===== src/rtl/iterative_shifter.sv =====
// -----------------------------------------------------------------------------
// iterative_shifter
//
// Multi-cycle shift unit for the area-reduced core. Performs SLL / SRL / SRA by
// moving the operand at most STEP bit positions per clock, so only a small
// shifter is needed instead of a full 32-bit barrel shifter.
//
// Handshake: start_i is accepted in IDLE or DONE. busy_o is high while the
// operation is in progress, done_o pulses for one cycle when it completes and
// c_o is updated only on completion. abort_i cancels an in-flight shift.
//
// Ports:
//   clk_i    : clock, rising edge
//   rst_i    : asynchronous active-high reset
//   start_i  : request a new shift (IDLE or DONE only)
//   abort_i  : cancel the shift in progress
//   a_i      : 32-bit operand       (sampled on the accept edge)
//   shamt_i  : 5-bit shift amount   (sampled on the accept edge)
//   type_i   : 4-bit ALU shift code (sampled on the accept edge)
//   busy_o   : shift in progress
//   done_o   : one-cycle completion pulse
//   c_o      : result register
// -----------------------------------------------------------------------------
module iterative_shifter #(
   parameter int STEP = 1          // legal: 1, 2, 4, 8, 16
) (
   input  logic        clk_i,
   input  logic        rst_i,
   input  logic        start_i,
   input  logic        abort_i,
   input  logic [31:0] a_i,
   input  logic [4:0]  shamt_i,
   input  logic [3:0]  type_i,
   output logic        busy_o,
   output logic        done_o,
   output logic [31:0] c_o
);

   // ALU operation codes shared with the rest of the core (defines.v).
   localparam logic [3:0] ALU_SLL = 4'b0001;
   localparam logic [3:0] ALU_SRL = 4'b0101;
   localparam logic [3:0] ALU_SRA = 4'b1101;

   localparam logic [1:0] S_IDLE  = 2'd0;
   localparam logic [1:0] S_SHIFT = 2'd1;
   localparam logic [1:0] S_DONE  = 2'd2;

   localparam logic [4:0] STEP_AMT = 5'(STEP);

   logic [1:0]  state_q, state_d;
   logic [31:0] work_q,  work_d;
   logic [4:0]  rem_q,   rem_d;
   logic [3:0]  type_q,  type_d;
   logic        sign_q,  sign_d;
   logic [31:0] c_q,     c_d;

   logic [4:0]  step_k;
   logic [31:0] sign_fill;
   logic [31:0] shifted;
   logic        type_ok;

   always_comb begin
      // The final step may be shorter than STEP; k never exceeds rem so rem
      // cannot wrap.
      step_k    = (rem_q < STEP_AMT) ? rem_q : STEP_AMT;
      // SRA fills with the sign captured at accept rather than work_q[31],
      // which keeps the fill correct regardless of intermediate contents.
      sign_fill = sign_q ? ~(32'hFFFF_FFFF >> step_k) : 32'h0;

      case (type_q)
         ALU_SLL: shifted = work_q << step_k;
         ALU_SRL: shifted = work_q >> step_k;
         ALU_SRA: shifted = (work_q >> step_k) | sign_fill;
         default: shifted = work_q;
      endcase

      type_ok = (type_i == ALU_SLL) || (type_i == ALU_SRL) || (type_i == ALU_SRA);
   end

   always_comb begin
      state_d = state_q;
      work_d  = work_q;
      rem_d   = rem_q;
      type_d  = type_q;
      sign_d  = sign_q;
      c_d     = c_q;

      case (state_q)
         S_IDLE, S_DONE: begin
            if (start_i) begin
               work_d = a_i;
               rem_d  = shamt_i;
               type_d = type_i;
               sign_d = a_i[31];
               if (!type_ok) begin
                  c_d     = 32'h0;
                  state_d = S_DONE;
               end else if (shamt_i == 5'd0) begin
                  c_d     = a_i;
                  state_d = S_DONE;
               end else begin
                  state_d = S_SHIFT;
               end
            end else begin
               state_d = S_IDLE;
            end
         end

         S_SHIFT: begin
            // abort wins over a completion in the same cycle; start_i is
            // deliberately ignored here.
            if (abort_i) begin
               state_d = S_IDLE;
            end else begin
               work_d = shifted;
               rem_d  = rem_q - step_k;
               if (rem_q == step_k) begin
                  c_d     = shifted;
                  state_d = S_DONE;
               end
            end
         end

         default: state_d = S_IDLE;
      endcase
   end

   always_ff @(posedge clk_i or posedge rst_i) begin
      if (rst_i) begin
         state_q <= S_IDLE;
         work_q  <= 32'h0;
         rem_q   <= 5'd0;
         type_q  <= 4'd0;
         sign_q  <= 1'b0;
         c_q     <= 32'h0;
      end else begin
         state_q <= state_d;
         work_q  <= work_d;
         rem_q   <= rem_d;
         type_q  <= type_d;
         sign_q  <= sign_d;
         c_q     <= c_d;
      end
   end

   assign busy_o = (state_q == S_SHIFT);
   assign done_o = (state_q == S_DONE);
   assign c_o    = c_q;

endmodule


===== config.mk =====
export PLATFORM = sky130hd
export DESIGN_NAME = iterative_shifter
export DESIGN_NICKNAME = d
export VERILOG_FILES = /design/src/rtl/iterative_shifter.sv
export SDC_FILE = /design/constraint.sdc
export NUM_CORES = 1
export LEC_CHECK = 0
export CAP_MARGIN = 20
export CORE_ASPECT_RATIO = 1.75
export CORE_UTILIZATION = 50
export DETAILED_ROUTE_END_ITERATION = 8
export PLACE_DENSITY = 0.81
export RECOVER_POWER = 25
export SYNTH_ARGS = -nofsm -noshare
export SYNTH_HDL_FRONTEND = slang
export SYNTH_SLANG_ARGS = --single-unit

===== constraint.sdc =====
create_clock -name clk_i -period 3.7 [get_ports clk_i]
set_clock_uncertainty 0.15 [all_clocks]
set_input_delay 0.74 -clock clk_i [delete_from_list [all_inputs] [get_ports clk_i]]
set_output_delay 0.74 -clock clk_i [all_outputs]
set_load 0.02 [all_outputs]

==> qor.yml <==
finish:
  final_core_util: 0.640
  area_delta_synth_final_pct: 23.2
  final_area_um2: 5820
  n_antenna_cell: 0
  fin_nets: 620
  drive_gt1_frac: 0.109
  fillCellCount: 830
timing:
  fin_ws_ns: 0.853
  slew_headroom: 0.263
  tightest_slew_ns: 1.10
  fin_tns_setup_ns: 0
  slew_violations: 0
  fin_crit_sh: 0.769
  fmax_ghz: 0.351
  min_period_ns: 2.85
  finalSetupViolations: 0
  hold_viol_final: 0
  rsz0062_at_grt: "no"
detailed_routing:
  wl_per_cell_um: 19.9
  drtPass1Iterations: 5
  wl_met1_mm: 5.41
  final_antenna_net_count: 0
  drt-total-wl_mm: 13.9
  route.top_layer_used: "met4"
  drtIter0Drc: 465
  drc: 0
  route.met2.wl_mm: 7.39
  route.met3.wl_um: 736
  via_per_inst: 6.67
  via_count: 4653
worst_setup_path:
  worstReg2RegStart: "rem_q[4]$_DFFE_PP0P_"
  end_kind: "flop"
  worstSetupStartpoint: "rem_q[4]$_DFFE_PP0P_"
  reg2reg_slack_ns: 0.85
  ff2ff_path_depth: 8
  worstPathArrival_ns: 2.95
  r2r-end: "c_o[22]$_DFFE_PP0P_"
  crit_type: "flop to flop"
  crit_required_ns: 3.80
  startpoint_type: "flop"
  crit_fanout: 33
synthesis:
  ys_top_cells_by_area: "dfrtp_1 40%, a21oi_1 7.1%, nor4b_1 5.9%"
  synthDistinctLibCells: 48
  netlist_area_um2: 4720
  ys_ff_latch: 76
  syn_area_per_cell_um2: 8.99
  yosysSeqAreaShare: 0.403
  syn_nets: 572
  yosysTopAreaCell: "dfrtp_1"
  syn_inst: 525
  ys_warn_count: 0
  yosysTopAreaCellShare: 0.403
placement:
  port_buffers: 78
  dp_slack_ns: 0.727
  place_congestion: 0.832
  hpwlAfterDp_mm: 8.84
  dpl-instance-area_um2: 5570
cts:
  clk_pin_slew_ns: 0.06
  post_cts_buffers: 0
  ctsResizeCount: 0
  htree_levels: 3
  cts-buffers-inserted: 9
  cts_tree: "built"
  cts_buffer_depth: 2
  cts-root-buf: "clkbuf_16"
  clock_sinks: 76
  worstSkewPairLatency_ns: 0.34
  cts_hold_buf: 0
grt:
  grtUsageTotal: 0.304
  grt-ovfl-total: 0
  grt_start_max_net_pins: 68
  antenna_found_initial: 0
  grt_first_pass_wirelength_mm: 22.7
  grt_pass1_vias: 4610
floorplanning:
  fp.coreArea_um2: 9090
  dieArea_um2: 9850
  rows: 46
  io_pins: 79
  initial_core_util: 0.519
  die_height_um: 131
  dieWidth_um: 75.5
power_and_ir_drop:
  clkPwrFrac: 0.280
  power_switching_share: 0.344
  p_switching_mw: 0.964
  pwr-share-seq: 0.402
  p_comb_frac: 0.318
  powerDensity_nw_per_um2: 481
  total_leakage_power_nw: 2.11
  power.internal_mw: 1.84
  peakVddDrop_mv: 0.283
run:
  cap_violations: 0
worst_hold_path:
  min_from: "sign_q$_DFFE_PP0P_"
  hold_class: "flop to flop"
  holdPathEnd: "sign_q$_DFFE_PP0P_"
  whs_path_depth: 1
run_status:
  status: "finished, final reports clean"
==> layout make-up <==
type,count,area (um2),share of cell area
tap,120,150,0.0258
clock buffer,13,240,0.0413
inverter,6,22.5,0.00387
clock inverter,3,15.0,0.00258
multi-input combinational,382,2560,0.441
timing repair buffer,98,923,0.159
sequential,76,1900,0.327
==> registers in the layout, indices dropped and copies added, names as in the netlist <==
signal   cells
sign_q       1
type_q       4
work_q      32
state_q      2
c_o         32
rem_q        5
==> metrics by stage <==
step           power, mW  cells  hold WS (ns)
4_1_cts             2.81    698         0.354
6_report            2.80    698         0.352
5_1_grt             2.94    698         0.366
2_1_floorplan       1.67    525         0.323
3_3_place_gp        1.99    682         0.336
3_5_place_dp        2.02    682         0.341
==> layer usage <==
metal | global-route usage | up-vias
met5 | 0 | -
met4 | 0.153 | 0
met3 | 0.0537 | 30
met2 | 0.514 | 221
met1 | 0.364 | 2311
li1 | - | 2091
==> worst max-delay path by stage <==
stage | slack, ns | endpoint
2_1_floorplan | 0.87 | c_o[0]$_DFFE_PP0P_
4_1_cts | 0.89 | c_o[22]$_DFFE_PP0P_
5_1_grt | 0.54 | type_q[2]$_DFFE_PP0P_
3_3_place_gp | 0.80 | c_o[18]$_DFFE_PP0P_
3_5_place_dp | 0.73 | c_o[3]$_DFFE_PP0P_
6_report | 0.85 | c_o[22]$_DFFE_PP0P_
==> power by group through the flow <==
stage / Clock (mW) / Combinational, mW / Sequential [mW]
after floorplan: 0 / 0.477 / 1.19
after global placement: 0 / 0.865 / 1.13
after detailed placement: 0 / 0.885 / 1.13
after CTS: 0.796 / 0.890 / 1.12
after global routing: 0.831 / 0.961 / 1.15
final: 0.783 / 0.891 / 1.13
==> logic make-up (layout without fill, tap and decap cells) <==
family,count (synthesis),in the layout,share of synthesized area
adder cells (fa/ha/maj),2,2,0.00530
AO/OA/AOI/OAI,207,207,0.325
buffers and inverters,67,120,0.0612
flip-flops,76,76,0.403
AND/OR/NAND/NOR,166,166,0.188
multiplexers,7,7,0.0170
==> critical path, stage by stage, from the launching register on <==
cell       delay [ns]
dfrtp_1          0.46
or4_4            0.57
nand2_1          0.11
ha_1             0.14
nor4b_2          0.39
mux2i_4          0.17
a21oi_4          0.14
buf_4            0.40
a2bb2oi_1        0.22
==> placed cells by master (no fill, tap or decap), drive strengths merged, types with 2 or more instances in the layout <==
master / instances
clkdlybuf4s50: 76
dfrtp: 76
nor2: 70
a21oi: 68
nand2: 38
a211oi: 34
nor4b: 33
a2bb2oi: 32
o211ai: 29
o221ai: 29
buf: 18
clkbuf: 15
o21ai: 8
inv: 6
mux2: 5
nor2b: 5
nor3: 4
nand2b: 3
clkinv: 3
nor4: 3
o31ai: 2
ha: 2
dlygate4sd3: 2
nor3b: 2
mux2i: 2
==> Yosys cell counts, drive strengths merged <==
cell type	instances
a211oi	34
a21oi	68
a221o	1
a221oi	1
a22oi	1
a2bb2oi	32
a31oi	1
and2	1
and3	1
and3b	1
buf	19
clkbuf	42
dfrtp	76
ha	2
inv	6
mux2	5
mux2i	2
nand2	38
nand2b	3
nand3	1
nand3b	1
nor2	70
nor2b	5
nor3	4
nor3b	2
nor4	3
nor4b	33
o211ai	29
o21ai	8
o221ai	29
o2bb2ai	1
o31ai	2
or2	1
or3b	1
or4	1
(Power assumes the default switching activity.)
